$ cat config.mk
export PLATFORM = sky130hd
export DESIGN_NAME = hd44780_lcd_responder
export DESIGN_NICKNAME = d
export VERILOG_FILES = /design/src/rtl/hd44780_pkg.sv /design/src/rtl/hd44780_ddram.sv /design/src/rtl/hd44780_lcd_responder.sv
export SDC_FILE = /design/constraint.sdc
export NUM_CORES = 1
export LEC_CHECK = 0
export CAP_MARGIN = 25
export CORE_UTILIZATION = 55
export DETAILED_ROUTE_END_ITERATION = 8
export DONT_BUFFER_PORTS = 1
export GPL_TIMING_DRIVEN = 0
export PLACE_DENSITY = 0.7
export SYNTH_ARGS = -nofsm -noshare
export SYNTH_HDL_FRONTEND = slang
export SYNTH_SLANG_ARGS = --single-unit
$ cat constraint.sdc
create_clock -name clk -period 4.7 [get_ports clk]
set_input_delay 0.47 -clock clk [delete_from_list [all_inputs] [get_ports clk]]
set_output_delay 0.47 -clock clk [all_outputs]
set_load 0.02 [all_outputs]
$ cat src/rtl/hd44780_pkg.sv
// Shared opcodes, DDRAM geometry, bus FSM states and the address-counter
// stepping helper for the HD44780 device-side responder.
package hd44780_pkg;

    localparam logic [7:0] OP_CLEAR_MASK     = 8'hFF;
    localparam logic [7:0] OP_CLEAR          = 8'h01;
    localparam logic [7:0] OP_HOME_MASK      = 8'hFE;
    localparam logic [7:0] OP_HOME           = 8'h02;
    localparam logic [7:0] OP_ENTRY_MASK     = 8'hFC;
    localparam logic [7:0] OP_ENTRY          = 8'h04;
    localparam logic [7:0] OP_SET_DDRAM_MASK = 8'h80;
    localparam logic [7:0] OP_SET_DDRAM      = 8'h80;

    localparam int         DDRAM_DEPTH = 80;
    localparam logic [6:0] DDRAM_LAST  = 7'h4F;
    localparam logic [7:0] BLANK_CHAR  = 8'h20;

    typedef enum logic [1:0] {
        ST_IDLE,
        ST_WR_HIGH,
        ST_RD_HIGH
    } busState_t;

    // The address counter only ever covers 0x00..0x4F, wrapping at both ends.
    function automatic logic [6:0] acStep(input logic [6:0] cur, input logic incr);
        if (incr) begin
            return (cur == DDRAM_LAST) ? 7'd0 : cur + 7'd1;
        end
        return (cur == 7'd0) ? DDRAM_LAST : cur - 7'd1;
    endfunction

endpackage

$ cat src/rtl/hd44780_ddram.sv
// 80 x 8 display data RAM: one synchronous write port, asynchronous read.
// Contents are deliberately not reset, like the real controller.
module hd44780_ddram
    import hd44780_pkg::*;
(
    input  logic       clk,
    input  logic       i_we,
    input  logic [6:0] i_waddr,
    input  logic [7:0] i_wdata,
    input  logic [6:0] i_raddr,
    output logic [7:0] o_rdata
);

    logic [7:0] r_mem [DDRAM_DEPTH];

    // Single write port shared by bus writes and the clear walk upstream
    always_ff @(posedge clk) begin
        if (i_we) begin
            r_mem[i_waddr] <= i_wdata;
        end
    end

    assign o_rdata = r_mem[i_raddr];

endmodule

$ cat src/rtl/hd44780_lcd_responder.sv
// Device-side model of the HD44780U 8-bit parallel bus: decodes instructions,
// holds DDRAM and the address counter, answers reads, models busy time and
// flags bus timing violations with sticky error bits.
module hd44780_lcd_responder
    import hd44780_pkg::*;
#(
    parameter int DATA_WIDTH       = 8,
    parameter int EXEC_CYCLES      = 3700,
    parameter int CLEAR_CYCLES     = 152000,
    parameter int MIN_SETUP_CYCLES = 4,
    parameter int MIN_EPW_CYCLES   = 40
) (
    input  logic                  clk,
    input  logic                  nrst,
    input  logic                  rs,
    input  logic                  rwb,
    input  logic                  e,
    input  logic [DATA_WIDTH-1:0] dq_in,
    output logic [DATA_WIDTH-1:0] dq_out,
    output logic                  dq_oe,
    output logic                  busy,
    output logic [6:0]            ac,
    output logic                  mon_valid,
    output logic                  mon_rs,
    output logic [DATA_WIDTH-1:0] mon_data,
    output logic                  err_busy,
    output logic                  err_pw,
    output logic                  err_setup,
    input  logic                  err_clr
);

    localparam int BW = $clog2(CLEAR_CYCLES + 1);
    localparam int SW = $clog2(MIN_SETUP_CYCLES + 1);
    localparam int PW = $clog2(MIN_EPW_CYCLES + 1);

    logic                  r_eQ, r_rsQ, r_rwbQ;
    logic [DATA_WIDTH-1:0] r_dqQ;
    busState_t             r_state;
    logic                  r_dqOe;
    logic [DATA_WIDTH-1:0] r_dqOut;
    logic [BW-1:0]         r_busyCnt;
    logic [SW-1:0]         r_stableCnt;
    logic [PW-1:0]         r_pwCnt;
    logic                  r_incr;
    logic [6:0]            r_ac;
    logic                  r_walkActive;
    logic [6:0]            r_walkAddr;
    logic                  r_monValid, r_monRs;
    logic [DATA_WIDTH-1:0] r_monData;
    logic                  r_errBusy, r_errPw, r_errSetup;

    logic       w_rise, w_fall, w_busyNow, w_ctrlChange;
    logic       w_commitWr, w_acceptWr, w_dataWr, w_instrWr, w_dataRd;
    logic       w_setupErr, w_pwErr;
    logic       w_isClear, w_isHome, w_isEntry, w_isSetDdram;
    logic       w_ramWe;
    logic [6:0] w_ramAddr;
    logic [7:0] w_ramWdata, w_ramRdata;

    assign w_rise       = e & ~r_eQ;
    assign w_fall       = ~e & r_eQ & (r_state != ST_IDLE);
    assign w_busyNow    = (r_busyCnt != '0);
    assign w_ctrlChange = (rs != r_rsQ) | (rwb != r_rwbQ);

    assign w_commitWr = w_fall & ~r_rwbQ;
    assign w_acceptWr = w_commitWr & ~w_busyNow;
    assign w_dataWr   = w_acceptWr & r_rsQ;
    assign w_instrWr  = w_acceptWr & ~r_rsQ;
    assign w_dataRd   = w_fall & r_rwbQ & r_rsQ;

    assign w_setupErr = (w_rise & (w_ctrlChange | (r_stableCnt < SW'(MIN_SETUP_CYCLES - 1))))
                      | (e & r_eQ & w_ctrlChange);
    assign w_pwErr    = w_fall & (r_pwCnt < PW'(MIN_EPW_CYCLES));

    assign w_isClear    = (r_dqQ[7:0] & OP_CLEAR_MASK) == OP_CLEAR;
    assign w_isHome     = (r_dqQ[7:0] & OP_HOME_MASK) == OP_HOME;
    assign w_isEntry    = (r_dqQ[7:0] & OP_ENTRY_MASK) == OP_ENTRY;
    assign w_isSetDdram = (r_dqQ[7:0] & OP_SET_DDRAM_MASK) == OP_SET_DDRAM;

    assign w_ramWe    = r_walkActive | w_dataWr;
    assign w_ramAddr  = r_walkActive ? r_walkAddr : r_ac;
    assign w_ramWdata = r_walkActive ? BLANK_CHAR : r_dqQ[7:0];

    hd44780_ddram u_ddram (
        .clk     (clk),
        .i_we    (w_ramWe),
        .i_waddr (w_ramAddr),
        .i_wdata (w_ramWdata),
        .i_raddr (r_ac),
        .o_rdata (w_ramRdata)
    );

    // Register the bus every cycle so edges and commits see a stable snapshot
    always_ff @(posedge clk or negedge nrst) begin
        if (!nrst) begin
            r_eQ   <= 1'b0;
            r_rsQ  <= 1'b0;
            r_rwbQ <= 1'b0;
            r_dqQ  <= '0;
        end else begin
            r_eQ   <= e;
            r_rsQ  <= rs;
            r_rwbQ <= rwb;
            r_dqQ  <= dq_in;
        end
    end

    // Bus FSM: read data is latched at rise and driven until one cycle past fall
    always_ff @(posedge clk or negedge nrst) begin
        if (!nrst) begin
            r_state <= ST_IDLE;
            r_dqOe  <= 1'b0;
            r_dqOut <= '0;
        end else begin
            case (r_state)
                ST_IDLE: begin
                    if (w_rise && rwb) begin
                        r_state <= ST_RD_HIGH;
                        r_dqOe  <= 1'b1;
                        r_dqOut <= rs ? w_ramRdata : {w_busyNow, r_ac};
                    end else begin
                        r_dqOe <= 1'b0;
                        if (w_rise) begin
                            r_state <= ST_WR_HIGH;
                        end
                    end
                end
                ST_WR_HIGH: begin
                    if (w_fall) begin
                        r_state <= ST_IDLE;
                    end
                end
                ST_RD_HIGH: begin
                    if (w_fall) begin
                        r_state <= ST_IDLE;
                    end
                end
                default: r_state <= ST_IDLE;
            endcase
        end
    end

    // Instruction execution: address counter, entry mode, busy time, clear walk
    always_ff @(posedge clk or negedge nrst) begin
        if (!nrst) begin
            r_ac         <= 7'd0;
            r_incr       <= 1'b1;
            r_busyCnt    <= '0;
            r_walkActive <= 1'b0;
            r_walkAddr   <= 7'd0;
        end else begin
            if (w_instrWr && (w_isClear || w_isHome)) begin
                r_busyCnt <= BW'(CLEAR_CYCLES);
            end else if (w_acceptWr) begin
                r_busyCnt <= BW'(EXEC_CYCLES);
            end else if (w_busyNow) begin
                r_busyCnt <= r_busyCnt - 1'b1;
            end

            if (w_instrWr) begin
                if (w_isClear || w_isHome) begin
                    r_ac <= 7'd0;
                end else if (w_isSetDdram) begin
                    r_ac <= (r_dqQ[6:0] > DDRAM_LAST) ? 7'd0 : r_dqQ[6:0];
                end
            end else if (w_dataWr || w_dataRd) begin
                r_ac <= acStep(r_ac, r_incr);
            end

            if (w_instrWr && w_isClear) begin
                r_incr <= 1'b1;
            end else if (w_instrWr && w_isEntry) begin
                r_incr <= r_dqQ[1];
            end

            if (w_instrWr && w_isClear) begin
                r_walkActive <= 1'b1;
                r_walkAddr   <= 7'd0;
            end else if (r_walkActive) begin
                r_walkAddr <= r_walkAddr + 7'd1;
                if (r_walkAddr == DDRAM_LAST) begin
                    r_walkActive <= 1'b0;
                end
            end
        end
    end

    // Timing monitors: control stability before rise and enable pulse width
    always_ff @(posedge clk or negedge nrst) begin
        if (!nrst) begin
            r_stableCnt <= '0;
            r_pwCnt     <= '0;
        end else begin
            if (w_ctrlChange) begin
                r_stableCnt <= '0;
            end else if (r_stableCnt < SW'(MIN_SETUP_CYCLES)) begin
                r_stableCnt <= r_stableCnt + 1'b1;
            end

            if (w_rise) begin
                r_pwCnt <= PW'(1);
            end else if (e && r_eQ && (r_pwCnt < PW'(MIN_EPW_CYCLES))) begin
                r_pwCnt <= r_pwCnt + 1'b1;
            end
        end
    end

    // Sticky error flags; a new violation wins over a simultaneous clear
    always_ff @(posedge clk or negedge nrst) begin
        if (!nrst) begin
            r_errBusy  <= 1'b0;
            r_errPw    <= 1'b0;
            r_errSetup <= 1'b0;
        end else begin
            r_errBusy  <= (w_commitWr & w_busyNow) | (r_errBusy & ~err_clr);
            r_errPw    <= w_pwErr | (r_errPw & ~err_clr);
            r_errSetup <= w_setupErr | (r_errSetup & ~err_clr);
        end
    end

    // Write monitor pulses for every committed write, including dropped ones
    always_ff @(posedge clk or negedge nrst) begin
        if (!nrst) begin
            r_monValid <= 1'b0;
            r_monRs    <= 1'b0;
            r_monData  <= '0;
        end else begin
            r_monValid <= w_commitWr;
            if (w_commitWr) begin
                r_monRs   <= r_rsQ;
                r_monData <= r_dqQ;
            end
        end
    end

    assign dq_out    = r_dqOut;
    assign dq_oe     = r_dqOe;
    assign busy      = w_busyNow;
    assign ac        = r_ac;
    assign mon_valid = r_monValid;
    assign mon_rs    = r_monRs;
    assign mon_data  = r_monData;
    assign err_busy  = r_errBusy;
    assign err_pw    = r_errPw;
    assign err_setup = r_errSetup;

endmodule

==> impl_results.html <==
<table>
<tr><th>Metric</th><th>Value</th></tr>
<tr><th colspan="2">Run status</th></tr>
<tr><td>Run status</td><td>finished, final reports clean</td></tr>
<tr><th colspan="2">Yosys</th></tr>
<tr><td>Share of flip-flops with an asynchronous set or reset after synthesis</td><td>approximately 11%</td></tr>
<tr><td>Summed instance area of the synthesized netlist</td><td>0.02893 sq mm</td></tr>
<tr><td>Synth Instances</td><td>1671</td></tr>
<tr><td>Number of register bits inferred by synthesis</td><td>718</td></tr>
<tr><td>Register area share after synthesis</td><td>73.18%</td></tr>
<tr><td>Count of different cell masters after synthesis</td><td>just under 70</td></tr>
<tr><td>Syn nets</td><td>1692</td></tr>
<tr><td>Top flip-flop cell by instance count after synthesis</td><td>sky130_fd_sc_hd__edfxtp_1</td></tr>
<tr><td>Post-Synthesis Mean Instance Area</td><td>17.31 sq um</td></tr>
<tr><td>Number of flops mapped to enable cells by yosys</td><td>640</td></tr>
<tr><td>Total of warnings raised by yosys</td><td>0</td></tr>
<tr><th colspan="2">Job</th></tr>
<tr><td>Maximum capacitance violations</td><td>0</td></tr>
<tr><th colspan="2">Timing</th></tr>
<tr><td>Final Hold Viols</td><td>0</td></tr>
<tr><td>Peak clock frequency supported by timing</td><td>218.2 MHz</td></tr>
<tr><td>Setup-failing EPs final</td><td>0</td></tr>
<tr><td>Fin Clk Skew</td><td>28.28 ps</td></tr>
<tr><td>Final Slew Violations</td><td>0</td></tr>
<tr><td>Final worst path period share</td><td>between 90 and 100%</td></tr>
<tr><td>Aggregate negative setup slack</td><td>0 ps</td></tr>
<tr><td>Slew at the pin with the worst max-slew slack</td><td>1208 ps</td></tr>
<tr><td>Relative slew slack</td><td>19.48%</td></tr>
<tr><td>Min Tclk post-route</td><td>approximately 4600 ps</td></tr>
<tr><th colspan="2">Routing</th></tr>
<tr><td>Drt wl/cell</td><td>between 30 and 40 microns</td></tr>
<tr><td>Router iterations before antenna repair</td><td>6</td></tr>
<tr><td>Drt initial violations</td><td>~2300</td></tr>
<tr><td>DRC violation count after routing</td><td>0</td></tr>
<tr><td>Antenna viol nets, final</td><td>0</td></tr>
<tr><td>WL final</td><td>83250 microns</td></tr>
<tr><td>Total number of vias</td><td>roughly 17000</td></tr>
<tr><td>Detail-routed via count per cell</td><td>around 6.7</td></tr>
<tr><th colspan="2">Cells and area</th></tr>
<tr><td>Share of the core filled with cells</td><td>between 60 and 70%</td></tr>
<tr><td>Layout Area Growth over Synthesis</td><td>14.64%</td></tr>
<tr><td>Number of filler cells placed in the layout</td><td>3458</td></tr>
<tr><td>Number of diodes added for antenna fixing</td><td>0</td></tr>
<tr><td>Total Nets Final</td><td>1806</td></tr>
<tr><td>Number of standard cells in the layout, taps in and fillers out</td><td>2520</td></tr>
<tr><td>Share of layout cells above drive strength 1</td><td>a little over a fifth</td></tr>
<tr><th colspan="2">Global routing</th></tr>
<tr><td>Maximum number of pins on one net before global-route repair</td><td>between 70 and 80</td></tr>
<tr><td>Vias in the first global route</td><td>16549</td></tr>
<tr><td>Total gr overflow</td><td>0</td></tr>
<tr><td>First-pass GRT wire length</td><td>118400 microns</td></tr>
<tr><td>All-Layer GR Usage</td><td>31.95%</td></tr>
<tr><td>Number of antenna violations at the first check in global routing</td><td>2</td></tr>
<tr><th colspan="2">Worst setup path</th></tr>
<tr><td>Largest fanout on the critical path</td><td>10</td></tr>
<tr><td>Critical Path Max Stage Delay</td><td>600 ps</td></tr>
<tr><td>Setup CP Type</td><td>reg2reg</td></tr>
<tr><td>Most Frequent Cell on Critical Path</td><td>sky130_fd_sc_hd__buf_2</td></tr>
<tr><td>Endpoint arrival time on the critical path</td><td>4850 ps</td></tr>
<tr><td>Capturing element type of the critical path</td><td>flip-flop</td></tr>
<tr><td>List of cells traversed by the critical path</td><td>buf_2 -&gt; buf_2 -&gt; buf_4 -&gt; buf_2 -&gt; inv_2 -&gt; o31ai_2 -&gt; nand3_4 -&gt; nor2_2</td></tr>
<tr><td>Critical path startpoint category</td><td>flip-flop</td></tr>
<tr><td>Req. time, crit path</td><td>around 5000 ps</td></tr>
<tr><td>Slowest-stage cell, CP</td><td>sky130_fd_sc_hd__dfrtp_1</td></tr>
<tr><th colspan="2">Floorplan</th></tr>
<tr><td>Total die area</td><td>0.05352 sq mm</td></tr>
<tr><td>Die boundary width</td><td>roughly 230 microns</td></tr>
<tr><td>Total core area</td><td>0.05161 sq mm</td></tr>
<tr><td>Row Count</td><td>83</td></tr>
<tr><td>I/O pin count</td><td>44</td></tr>
<tr><td>DIE HEIGHT</td><td>231.3 microns</td></tr>
<tr><td>Starting utilization of the core area</td><td>56.05%</td></tr>
<tr><th colspan="2">Clocking</th></tr>
<tr><td>Number of clock sinks</td><td>approximately 720</td></tr>
<tr><td>Clock tree from TritonCTS</td><td>yes</td></tr>
<tr><td>H-tree level count</td><td>3</td></tr>
<tr><td>Maximum buffer depth of the clock tree</td><td>3</td></tr>
<tr><td>Number of CTS-inserted buffers</td><td>73</td></tr>
<tr><td>Later-pin clock latency in the skew report</td><td>640 ps</td></tr>
<tr><td>Clock transition at path regs</td><td>60 ps</td></tr>
<tr><td>CTS Root Cell</td><td>sky130_fd_sc_hd__clkbuf_16</td></tr>
<tr><th colspan="2">Pwr</th></tr>
<tr><td>Total Power Consumption</td><td>around 16 mW</td></tr>
<tr><td>Cell leakage power</td><td>10.25 nW</td></tr>
<tr><td>Ratio of total power to cell area</td><td>approximately 500 mW/mm^2</td></tr>
<tr><td>IR Drop Worst-Case VDD</td><td>roughly 0.00031 V</td></tr>
<tr><th colspan="2">Worst hold path</th></tr>
<tr><td>Min-Delay Path Class</td><td>in2reg</td></tr>
<tr><th colspan="2">Placed design</th></tr>
<tr><td>Final weighted congestion of routability-driven global placement</td><td>between 0.9 and 1</td></tr>
<tr><td>Total instance count after detailed placement</td><td>2372</td></tr>
<tr><td>Hpwl dp</td><td>56360 microns</td></tr>
<tr><td>Count of input and output buffers</td><td>0</td></tr>
</table>
## state kept, by name, summed over array words and instances, names as in the netlist
| name | flops |
|---|---|
| u_ddram.r_mem | 640 |
| r_busyCnt | 18 |
| dq_out | 8 |
| mon_data | 8 |
| r_dqQ | 8 |
| ac | 7 |
| r_walkAddr | 7 |
| r_pwCnt | 6 |
| r_stableCnt | 3 |
| r_state | 2 |
| dq_oe | 1 |
| err_busy | 1 |
| err_pw | 1 |
| err_setup | 1 |
| mon_rs | 1 |
| mon_valid | 1 |
| r_eQ | 1 |
| r_incr | 1 |
| r_rsQ | 1 |
| r_rwbQ | 1 |
| r_walkActive | 1 |
## cell usage in the layout, fill, tap and decap left out, types with 7 or more instances in the layout
master and instances:
sky130_fd_sc_hd__edfxtp_1 640, sky130_fd_sc_hd__mux4_2 137, sky130_fd_sc_hd__nand2_1 125, sky130_fd_sc_hd__dfrtp_1 77
sky130_fd_sc_hd__clkbuf_16 76, sky130_fd_sc_hd__nor2_1 70, sky130_fd_sc_hd__clkbuf_1 67, sky130_fd_sc_hd__mux2i_1 64
sky130_fd_sc_hd__o21ai_0 47, sky130_fd_sc_hd__nor2_2 41, sky130_fd_sc_hd__nand3_1 36, sky130_fd_sc_hd__a21oi_1 31
sky130_fd_sc_hd__nor2_4 24, sky130_fd_sc_hd__clkinv_1 22, sky130_fd_sc_hd__buf_2 21, sky130_fd_sc_hd__nor3_1 20
sky130_fd_sc_hd__inv_1 19, sky130_fd_sc_hd__xnor2_1 15, sky130_fd_sc_hd__o22ai_1 15, sky130_fd_sc_hd__a22oi_1 13
sky130_fd_sc_hd__dlygate4sd3_1 13, sky130_fd_sc_hd__a221oi_1 12, sky130_fd_sc_hd__a31oi_1 12, sky130_fd_sc_hd__xor2_1 12
sky130_fd_sc_hd__nand2b_1 10, sky130_fd_sc_hd__nand4_1 10, sky130_fd_sc_hd__clkinv_2 9, sky130_fd_sc_hd__buf_8 9
sky130_fd_sc_hd__a211oi_1 8, sky130_fd_sc_hd__nor4_1 8, sky130_fd_sc_hd__buf_12 8, sky130_fd_sc_hd__or4_1 7
sky130_fd_sc_hd__nor2b_1 7, sky130_fd_sc_hd__ha_1 7
## per-layer routing
layer	up-vias	GRT usage (%)	routed length (microns)	share of wire, %
li1	6886	-	-	-
met2	1133	47.06	37290	45
met5	-	1.287	32	0.038
met4	4	14.42	3993	4.8
met1	8673	43.37	32000	38
met3	229	10.61	9928	12
## logic make-up after synthesis
| kind of cell | count (synthesis) | synth area share, % |
|---|---|---|
| DFF | 718 | 73.18 |
| and+or+nand+nor | 412 | 6.643 |
| muxes | 207 | 13.11 |
| AOI/OAI and AO/OA | 191 | 4.442 |
| buffers and inverters | 109 | 1.501 |
| xor gates and xnor gates | 27 | 0.8174 |
| adders and majority gates | 7 | 0.3027 |
## critical path: cells and delay by family (launching register included)
kind	cells	cell delay, ps
flops	1	600
compound gates	1	600
buf+inv	5	1970
simple gates	2	1010
## layout make-up
type	instances	area (sq um)	area share (%)
sequential	718	21170	63.83
timing repair buffer	40	620.6	1.871
multi-input combinational	844	7756	23.39
clock buffer	86	1949	5.877
tap	680	850.8	2.565
inverter	23	86.33	0.2603
buffer	85	349.1	1.053
clock inverter	44	382.9	1.154
## per-stage QoR
step                hold WS, ps  setup slack, ps  area, sq um
finish                    47.60            117.8        33170
global route              62.24           -3.895        33170
CTS                       21.08           -206.8        33020
detailed placement        176.7           -700.3        30250
global placement          178.1            -1781        29780
floorplan                 174.4             1181        28930
## Yosys cell counts (all sizes together) (4+ instances only)
cell / number / area [sq um]
nor4b: 6 / 52.55
nand2b: 10 / 62.56
clkbuf: 58 / 217.7
o21ai: 48 / 240.2
mux2: 6 / 67.56
ha: 7 / 87.58
a211oi: 8 / 60.06
nand3: 44 / 220.2
and2: 5 / 31.28
a21oi: 31 / 155.2
nand3b: 6 / 45.04
o31ai: 7 / 52.55
nor2: 135 / 506.7
or4: 8 / 63.81
nor4: 9 / 62.56
nor2b: 13 / 81.33
a22oi: 13 / 97.59
buf: 28 / 130.1
xor2: 12 / 105.1
o22ai: 15 / 93.84
nand2: 127 / 481.7
a221oi: 12 / 105.1
edfxtp: 640 / 19220
mux2i: 64 / 640.6
o211ai: 4 / 30.03
a22o: 5 / 43.79
mux4: 137 / 3085
inv: 20 / 75.07
xnor2: 15 / 131.4
dfrtp: 77 / 1927
a31oi: 12 / 75.07
o22a: 4 / 35.03
nor3: 22 / 120.1
nand4: 10 / 62.56
o221ai: 6 / 52.55
## power breakdown
| group | total (mW) | leakage, nW | internal, mW | switching [mW] |
|---|---|---|---|---|
| logic | 3.48 | 2.78 | 1.09 | 2.38 |
| clock network | 5.71 | 1.13 | 3.25 | 2.46 |
| registers | 7.23 | 6.34 | 6.97 | 0.263 |
| total | 16.4 | 10.2 | 11.3 | 5.11 |
## what timing repair did
item,in CTS,in global routing
hold buffers,14,0
setup buffers,0,4
hold endpoints to repair,95,0
endpoints found under the setup margin,456,552
pin swaps,0,1
resized for setup,81,25
## path summary, 6_finish.rpt
path,cells past startpoint,start,slack (ps),endpoint
max,8,ac[0]$_DFFE_PN0P_,120,u_ddram.r_mem[75][0]$_DFFE_PP_
min,2,e,50,r_pwCnt[5]$_DFFE_PN0P_
max reg2reg,8,ac[0]$_DFFE_PN0P_,120,u_ddram.r_mem[75][0]$_DFFE_PP_
min reg2reg,2,r_pwCnt[5]$_DFFE_PN0P_,500,r_pwCnt[5]$_DFFE_PN0P_
max in group asynchronous,2,nrst,3910,r_incr$_DFFE_PN1P_
min in group asynchronous,2,nrst,450,ac[3]$_DFFE_PN0P_
Power figures use the tool's default switching activity.
